## src/rtl/spi_flash_sequencer.sv

```systemverilog
// Frames one SPI flash transaction (CS, command, address, dummy, data) over a byte-level SPI master.
// Define SPI_SEQ_TIMEOUT_EN to enable the per-byte watchdog that aborts a stuck transaction.
module spi_flash_sequencer #(
  parameter int unsigned LEN_W         = 16,
  parameter int unsigned CS_SETUP_CLKS = 2,
  parameter int unsigned CS_HOLD_CLKS  = 2,
  parameter int unsigned TIMEOUT_CLKS  = 1024
) (
  input  logic             i_Clk,
  input  logic             i_Rst_L,
  input  logic             i_Start,
  input  logic [7:0]       i_Cmd,
  input  logic [23:0]      i_Addr,
  input  logic [1:0]       i_Addr_Bytes,
  input  logic [3:0]       i_Dummy_Bytes,
  input  logic [LEN_W-1:0] i_Len,
  input  logic             i_Wr,
  input  logic [1:0]       i_Data_Mode,
  input  logic [7:0]       i_Wr_Data,
  input  logic             i_Wr_Valid,
  output logic             o_Wr_Ready,
  output logic [7:0]       o_Rd_Data,
  output logic             o_Rd_Valid,
  input  logic             i_Rd_Ready,
  output logic             o_Busy,
  output logic             o_Done,
  output logic             o_Err,
  output logic             o_CS_n,
  output logic [7:0]       o_M_TX_Byte,
  output logic             o_M_TX_DV,
  output logic             o_M_RX_Pulse,
  output logic [1:0]       o_M_Bus_Mode,
  input  logic             i_M_TX_Ready,
  input  logic [7:0]       i_M_RX_Byte
);

  localparam logic [2:0] S_IDLE  = 3'd0;
  localparam logic [2:0] S_SETUP = 3'd1;
  localparam logic [2:0] S_CMD   = 3'd2;
  localparam logic [2:0] S_ADDR  = 3'd3;
  localparam logic [2:0] S_DUMMY = 3'd4;
  localparam logic [2:0] S_DATA  = 3'd5;
  localparam logic [2:0] S_HOLD  = 3'd6;
  localparam logic [2:0] S_DONE  = 3'd7;

  localparam logic [1:0] P_ISSUE   = 2'd0;
  localparam logic [1:0] P_WAIT_LO = 2'd1;
  localparam logic [1:0] P_WAIT_HI = 2'd2;
  localparam logic [1:0] P_RD_ACK  = 2'd3;

  localparam int unsigned TMR_MAX = (CS_SETUP_CLKS > CS_HOLD_CLKS) ? CS_SETUP_CLKS : CS_HOLD_CLKS;
  localparam int unsigned TMR_W   = $clog2(TMR_MAX + 1);
  localparam logic [TMR_W-1:0] SETUP_LOAD = TMR_W'(CS_SETUP_CLKS - 1);
  localparam logic [TMR_W-1:0] HOLD_LOAD  = TMR_W'(CS_HOLD_CLKS - 1);

  logic [2:0]       r_State;
  logic [1:0]       r_Step;
  logic [LEN_W-1:0] r_Cnt;
  logic [TMR_W-1:0] r_Tmr;
  logic [7:0]       r_Cmd;
  logic [23:0]      r_Addr;
  logic [1:0]       r_Addr_Bytes;
  logic [3:0]       r_Dummy;
  logic [LEN_W-1:0] r_Len;
  logic             r_Wr;
  logic [1:0]       r_Mode;
  logic [7:0]       r_Rd_Data;
  logic             r_Rd_Valid;
  logic             r_CS_n;

  logic             w_Byte_Phase;
  logic             w_Wr_Data;
  logic             w_Is_Tx;
  logic             w_Issue_Ok;
  logic             w_Waiting;
  logic             w_Abort;
  logic [2:0]       w_Nxt;
  logic [LEN_W-1:0] w_Nxt_Cnt;
  logic [7:0]       w_Tx_Byte;

  // Phase that follows the current one, skipping any phase whose byte count is zero.
  function automatic logic [2:0] f_after(input logic [2:0] cur, input logic [1:0] ab,
                                         input logic [3:0] dum, input logic [LEN_W-1:0] len);
    logic [2:0] nxt;
    nxt = S_HOLD;
    if (cur == S_CMD && ab != 2'd0) begin
      nxt = S_ADDR;
    end else if ((cur == S_CMD || cur == S_ADDR) && dum != 4'd0) begin
      nxt = S_DUMMY;
    end else if (cur != S_DATA && len != '0) begin
      nxt = S_DATA;
    end
    return nxt;
  endfunction

  always_comb begin
    w_Byte_Phase = (r_State == S_CMD) || (r_State == S_ADDR) ||
                   (r_State == S_DUMMY) || (r_State == S_DATA);
    w_Wr_Data    = (r_State == S_DATA) && r_Wr;
    w_Is_Tx      = (r_State == S_CMD) || (r_State == S_ADDR) || w_Wr_Data;
    w_Issue_Ok   = w_Byte_Phase && (r_Step == P_ISSUE) && i_M_TX_Ready &&
                   (!w_Wr_Data || i_Wr_Valid);
    w_Waiting    = w_Byte_Phase && ((r_Step == P_WAIT_LO) || (r_Step == P_WAIT_HI));
    w_Nxt        = f_after(r_State, r_Addr_Bytes, r_Dummy, r_Len);
    if (w_Nxt == S_ADDR) begin
      w_Nxt_Cnt = LEN_W'(r_Addr_Bytes);
    end else if (w_Nxt == S_DUMMY) begin
      w_Nxt_Cnt = LEN_W'(r_Dummy);
    end else begin
      w_Nxt_Cnt = r_Len;
    end
  end

  // Remaining address-byte count selects the byte, so the MSB of the sent range goes first.
  always_comb begin
    w_Tx_Byte = 8'h00;
    case (r_State)
      S_CMD:  w_Tx_Byte = r_Cmd;
      S_ADDR: begin
        case (r_Cnt[1:0])
          2'd3:    w_Tx_Byte = r_Addr[23:16];
          2'd2:    w_Tx_Byte = r_Addr[15:8];
          default: w_Tx_Byte = r_Addr[7:0];
        endcase
      end
      S_DATA:  w_Tx_Byte = i_Wr_Data;
      default: w_Tx_Byte = 8'h00;
    endcase
  end

  assign o_M_TX_DV    = w_Issue_Ok && w_Is_Tx;
  assign o_M_RX_Pulse = w_Issue_Ok && !w_Is_Tx;
  assign o_M_TX_Byte  = o_M_TX_DV ? w_Tx_Byte : 8'h00;
  assign o_M_Bus_Mode = ((r_State == S_ADDR) || (r_State == S_DUMMY) || (r_State == S_DATA)) ?
                        r_Mode : 2'd0;
  assign o_Wr_Ready   = w_Wr_Data && (r_Step == P_ISSUE) && i_M_TX_Ready;
  assign o_Rd_Data    = r_Rd_Data;
  assign o_Rd_Valid   = r_Rd_Valid;
  assign o_CS_n       = r_CS_n;
  assign o_Busy       = (r_State != S_IDLE) && (r_State != S_DONE);
  assign o_Done       = (r_State == S_DONE);

`ifdef SPI_SEQ_TIMEOUT_EN
  localparam int unsigned WD_W = $clog2(TIMEOUT_CLKS + 1);
  logic [WD_W-1:0] r_Wd;
  logic            r_Err;

  always_ff @(posedge i_Clk or negedge i_Rst_L) begin
    if (!i_Rst_L) begin
      r_Wd  <= '0;
      r_Err <= 1'b0;
    end else begin
      r_Wd <= w_Waiting ? r_Wd + 1'b1 : '0;
      if (w_Abort) begin
        r_Err <= 1'b1;
      end else if (r_State == S_IDLE) begin
        r_Err <= 1'b0;
      end
    end
  end

  assign w_Abort = w_Waiting && (r_Wd == WD_W'(TIMEOUT_CLKS - 1));
  assign o_Err   = r_Err && (r_State == S_DONE);
`else
  assign w_Abort = 1'b0;
  assign o_Err   = 1'b0;
`endif

  always_ff @(posedge i_Clk or negedge i_Rst_L) begin
    if (!i_Rst_L) begin
      r_State      <= S_IDLE;
      r_Step       <= P_ISSUE;
      r_Cnt        <= '0;
      r_Tmr        <= '0;
      r_Cmd        <= 8'h00;
      r_Addr       <= 24'h0;
      r_Addr_Bytes <= 2'd0;
      r_Dummy      <= 4'd0;
      r_Len        <= '0;
      r_Wr         <= 1'b0;
      r_Mode       <= 2'd0;
      r_Rd_Data    <= 8'h00;
      r_Rd_Valid   <= 1'b0;
      r_CS_n       <= 1'b1;
    end else if (w_Abort) begin
      r_State    <= S_DONE;
      r_Rd_Valid <= 1'b0;
      r_CS_n     <= 1'b1;
    end else begin
      case (r_State)
        S_IDLE: begin
          if (i_Start) begin
            r_Cmd        <= i_Cmd;
            r_Addr       <= i_Addr;
            r_Addr_Bytes <= i_Addr_Bytes;
            r_Dummy      <= i_Dummy_Bytes;
            r_Len        <= i_Len;
            r_Wr         <= i_Wr;
            r_Mode       <= i_Data_Mode;
            r_Tmr        <= SETUP_LOAD;
            r_CS_n       <= 1'b0;
            r_State      <= S_SETUP;
          end
        end
        S_SETUP: begin
          if (r_Tmr == '0) begin
            r_State <= S_CMD;
            r_Step  <= P_ISSUE;
          end else begin
            r_Tmr <= r_Tmr - 1'b1;
          end
        end
        S_CMD, S_ADDR, S_DUMMY, S_DATA: begin
          unique case (r_Step)
            P_ISSUE:   if (w_Issue_Ok) r_Step <= P_WAIT_LO;
            P_WAIT_LO: if (!i_M_TX_Ready) r_Step <= P_WAIT_HI;
            P_WAIT_HI: begin
              if (i_M_TX_Ready) begin
                if (r_State == S_DATA && !r_Wr) begin
                  r_Rd_Data  <= i_M_RX_Byte;
                  r_Rd_Valid <= 1'b1;
                  r_Cnt      <= r_Cnt - 1'b1;
                  r_Step     <= P_RD_ACK;
                end else if (r_State == S_CMD || r_Cnt <= 1) begin
                  r_State <= w_Nxt;
                  r_Cnt   <= w_Nxt_Cnt;
                  r_Tmr   <= HOLD_LOAD;
                  r_Step  <= P_ISSUE;
                end else begin
                  r_Cnt  <= r_Cnt - 1'b1;
                  r_Step <= P_ISSUE;
                end
              end
            end
            P_RD_ACK: begin
              // Next read byte is only requested once the consumer has taken this one.
              if (i_Rd_Ready) begin
                r_Rd_Valid <= 1'b0;
                r_Step     <= P_ISSUE;
                if (r_Cnt == '0) begin
                  r_State <= w_Nxt;
                  r_Tmr   <= HOLD_LOAD;
                end
              end
            end
          endcase
        end
        S_HOLD: begin
          if (r_Tmr == '0) begin
            r_CS_n  <= 1'b1;
            r_State <= S_DONE;
          end else begin
            r_Tmr <= r_Tmr - 1'b1;
          end
        end
        default: r_State <= S_IDLE;
      endcase
    end
  end

endmodule

```

## config.mk

```make
export PLATFORM = sky130hd
export DESIGN_NAME = spi_flash_sequencer
export DESIGN_NICKNAME = d
export VERILOG_FILES = /design/src/rtl/spi_flash_sequencer.sv
export SDC_FILE = /design/constraint.sdc
export NUM_CORES = 1
export LEC_CHECK = 0
export ABC_AREA = 0
export CORE_ASPECT_RATIO = 1.75
export CORE_MARGIN = 10
export CORE_UTILIZATION = 55
export DETAILED_ROUTE_END_ITERATION = 7
export PLACE_DENSITY = 0.87
export SYNTH_ARGS = -nofsm -noshare
export SYNTH_HDL_FRONTEND = slang
export SYNTH_SLANG_ARGS = --single-unit
export TNS_END_PERCENT = 100
```

## constraint.sdc

```tcl
create_clock -name i_Clk -period 7.23 [get_ports i_Clk]
set_clock_uncertainty 0.2 [all_clocks]
set_input_delay 1.0845 -clock i_Clk [delete_from_list [all_inputs] [get_ports i_Clk]]
set_output_delay 1.0845 -clock i_Clk [all_outputs]
set_load 0.02 [all_outputs]
```

==> summary.md <==
| Metric | Value |
|---|---|
| Row count | `between 40 and 50` |
| Arrival time worst endpoint | `between 3 and 4 ns` |
| Reg power frac | `between 30% and 40%` |
| CTS HTree Levels | `3` |
| Syn Nets | `approximately 540` |
| Power Internal | `1.49 mW` |
| Max Clk Rate | `roughly 0.22 GHz` |
| Synth area leaders | `dfrtp_1 (46%), mux2_2 (15%), nand2_1 (2.9%), nor2_1 (2.7%), a21oi_1 (2.1%)` |
| CTS sink cnt | `90` |
| Die H | `around 140 microns` |
| VDD IR max | `approximately 270 uV` |
| Crit path largest cell delay | `~0.7 ns` |
| CP Cell Sequence | `inv_1 -> nor3b_2 -> nand3_1 -> a21o_1 -> nor2_1 -> clkdlybuf4s50_1` |
| Max-cap violations | `0` |
| CTS root buffer | `clkbuf_16` |
| IO Count | `105` |
| Hold Slack | `a little over 0.3 ns` |
| Antenna viol nets, final | `0` |
| Hold_buf cts | `0` |
| Vias after detailed routing | `4,160` |
| DRC | `0` |
| Yosys warns | `0` |
| Worst slew margin | `about a fifth` |
| Global-route wire length before repair | `~22,000 microns` |
| Syn Inst Count | `around 460` |
| Dpl hpwl | `10,200 microns` |
| Worst Setup End Kind | `output port` |
| Sw frac | `41.3%` |
| Tcrit/Tclk final | `between 60% and 70%` |
| Pwr Density | `between 400 and 500 nW/um^2` |
| Fillers | `between 600 and 700` |
| Worst r2r src | `r_State[1]` |
| Final hold viol count | `0` |
| Multi-input gate area | `between 2000 and 2500 sq um` |
| Core Util, Final | `71.9%` |
| Leading cell type by number of instances after synthesis | `dfrtp_1` |
| Slew Viols, Final | `0` |
| Leakage | `~2.6 nW` |
| Core Area | `between 8000 and 9000 sq um` |
| Ys async rst share | `between 90% and 100%` |
| Period minus WS final | `4.62 ns` |
| Worst-path clk slew | `about 0.06 ns` |
| Number of flops mapped to enable cells by yosys | `0` |
| Post-Synth Simple-Gate Area | `15.7%` |
| Overall routing resource usage | `between 20% and 30%` |
| Synth area leader | `dfrtp_1` |
| Main flop type after synthesis | `dfrtp_1` |
| Critical path type | `register to output port` |
| Die ar. | `approximately 13,000 sq um` |
| Clock Latency Late Sink | `about 0.34 ns` |
| Post-synthesis adder-cell area fraction | `1.54%` |
| Yosys top cell area share | `45.7%` |
| Synth top cells by count | `dfrtp_1 (89), mux2_2 (66), nand2_1 (38), nor2_1 (35), a21oi_1 (20)` |
| Register area share after synthesis | `a little under half` |
| FF-to-FF End | `r_Tmr[0]` |
| Post-CTS Resized | `0` |
| Number of global-route vias before repair | `approximately 4,300` |
| ANT cells | `0` |
| Post-Synth XOR/XNOR Area | `less than 1%` |
| Worst min-delay path category | `register to register` |
| Post-CTS setup buffers | `0` |
| Worst Slack Setup Final | `2.61 ns` |
| Detailed Routing Iterations Pass 1 | `5` |
| Pin count of the biggest net entering global routing | `slightly below 60` |
| Psw | `~1.0 mW` |
| Min-delay src | `r_Mode[0]` |
| Number of port buffers | `just over 100` |
| Syn-to-layout area delta | `28.0%` |
| Post-synthesis cell area | `a little under 5000 sq um` |
| Worst Reg2Reg Path Length in Cells | `5` |
| Final #Nets | `around 630` |
| Initial core utilization | `between 50% and 60%` |
| RSZ-0062 raised after global routing | `no` |
| Share of cells above drive strength 1 | `19.6%` |
| Clock share of power | `between 15 and 20%` |
| Finish-stage setup viols | `0` |
| Initial antenna violation count | `0` |
| Avg WL per Cell | `just over 20 microns` |
| Clk buf depth | `2` |
| R2r setup slk | `~3.5 ns` |
| Routed WL | `approximately 14,000 microns` |
| Yosys reg bits | `90` |
| CTS tree | `yes` |
| Share of total power in combinational logic | `45.3%` |
| RePlAce Congestion | `a little under 0.9` |
| Bufs and invs on worst path | `2` |
| Post-synthesis mux area share | `between 10% and 20%` |
| Iter 0 DRT Violations | `between 300 and 400` |
| Crit path required time | `about 6.0 ns` |
| Die X | `a little over 90 microns` |
| Crit path max fanout | `15` |
| Mapped Avg Cell Area | `10.6 sq um` |
| Status | `completed` |
| Synth Area in Compound Gates | `approximately 16%` |
| DP Worst Slack | `around 3.0 ns` |
| Synth unique cells | `67` |
| Gr ovfl total | `0` |
| Total CTS buffers | `9` |
| Hold path endpoint | `r_Mode[0]` |
| Slowest CP cell | `nor3b_2` |
| Seq. cell area | `2250 sq um` |
| Vias/cell | `~6.2` |
| Startpoint Class | `register` |
| Setup TNS | `0 ns` |
| Largest delay share family, worst path | `simple AND/OR/NAND/NOR gates` |
| Largest family of logic cells by synthesized area | `multiplexers` |
| Hold path depth | `1` |
| Worst Tran Pin Value | `~1.2 ns` |
cells by family (layout without fill, tap and decap cells):
kind of cell	count (synthesis)	in the layout
AOI/OAI and AO/OA	104	104
xor gates and xnor gates	2	2
adders and majority gates	6	6
buffers and inverters	42	135
DFF	90	90
muxes	72	72
other	1	1
and+or+nand+nor	142	142
through the flow:
stage / power (mW) / instance area (sq um) / std cells
2_1_floorplan: 1.73 / 4870 / 459
3_3_place_gp: 2.02 / 5960 / 654
3_5_place_dp: 2.08 / 5960 / 654
4_1_cts: 2.53 / 6240 / 669
5_1_grt: 2.69 / 6240 / 669
6_report: 2.54 / 6240 / 669
state kept, by name (all words and copies together), names as in the netlist:
name	flops
o_CS_n	1
o_Rd_Data	8
o_Rd_Valid	1
r_Addr	24
r_Addr_Bytes	2
r_Cmd	8
r_Cnt	16
r_Dummy	4
r_Len	16
r_Mode	2
r_State	3
r_Step	2
r_Tmr	2
r_Wr	1
power by group through the flow:
stage,logic (mW),registers (mW),clock network (mW)
2_1_floorplan,0.880,0.853,0
3_3_place_gp,1.09,0.932,0
3_5_place_dp,1.13,0.950,0
4_1_cts,1.15,0.943,0.443
5_1_grt,1.25,0.981,0.459
6_report,1.15,0.950,0.439
layer usage:
layer,vias to the layer above,GRT usage (%),share of wire [%]
li1,1897,-,-
met1,2063,21.3,35
met2,166,38.3,56
met3,34,4.26,4.9
met4,0,9.94,3.6
met5,-,0,0
area by class of cell:
type / count / share of cell area, %
Multi-Input combinational cell: 327 / 39.4
Inverter: 13 / 0.782
Clock inverter: 5 / 0.602
Clock buffer: 10 / 3.83
Timing Repair Buffer: 107 / 17.0
Sequential cell: 90 / 36.1
Tap cell: 117 / 2.35
cells in the final DEF, fill, tap and decap left out, drive strengths merged, types with 6 or more instances in the layout:
cell / instances
clkdlybuf4s50: 102
dfrtp: 89
mux2: 67
nand2: 38
nor2: 35
a21oi: 20
o21ai: 16
inv: 15
nor4: 12
and3: 11
clkbuf: 10
a22oi: 9
a222oi: 9
nor3: 8
o32a: 7
nand2b: 6
ha: 6
and2: 6
nand4: 6
nor3b: 6
how the worst max path moves through the flow:
stage / from / endpoint / slack [ns] / depth (start not counted)
3_5_place_dp: i_M_TX_Ready / o_M_TX_Byte[0] / 3.02 / 5
6_report: r_State[0] / o_M_TX_Byte[5] / 2.61 / 6
3_3_place_gp: i_M_TX_Ready / o_M_TX_Byte[2] / 3.10 / 5
5_1_grt: r_State[1] / o_M_TX_Byte[5] / 2.51 / 5
4_1_cts: r_State[0] / o_M_TX_Byte[5] / 2.69 / 6
2_1_floorplan: i_M_TX_Ready / o_M_TX_Byte[0] / 3.91 / 5
Power figures use the tool's default switching activity.
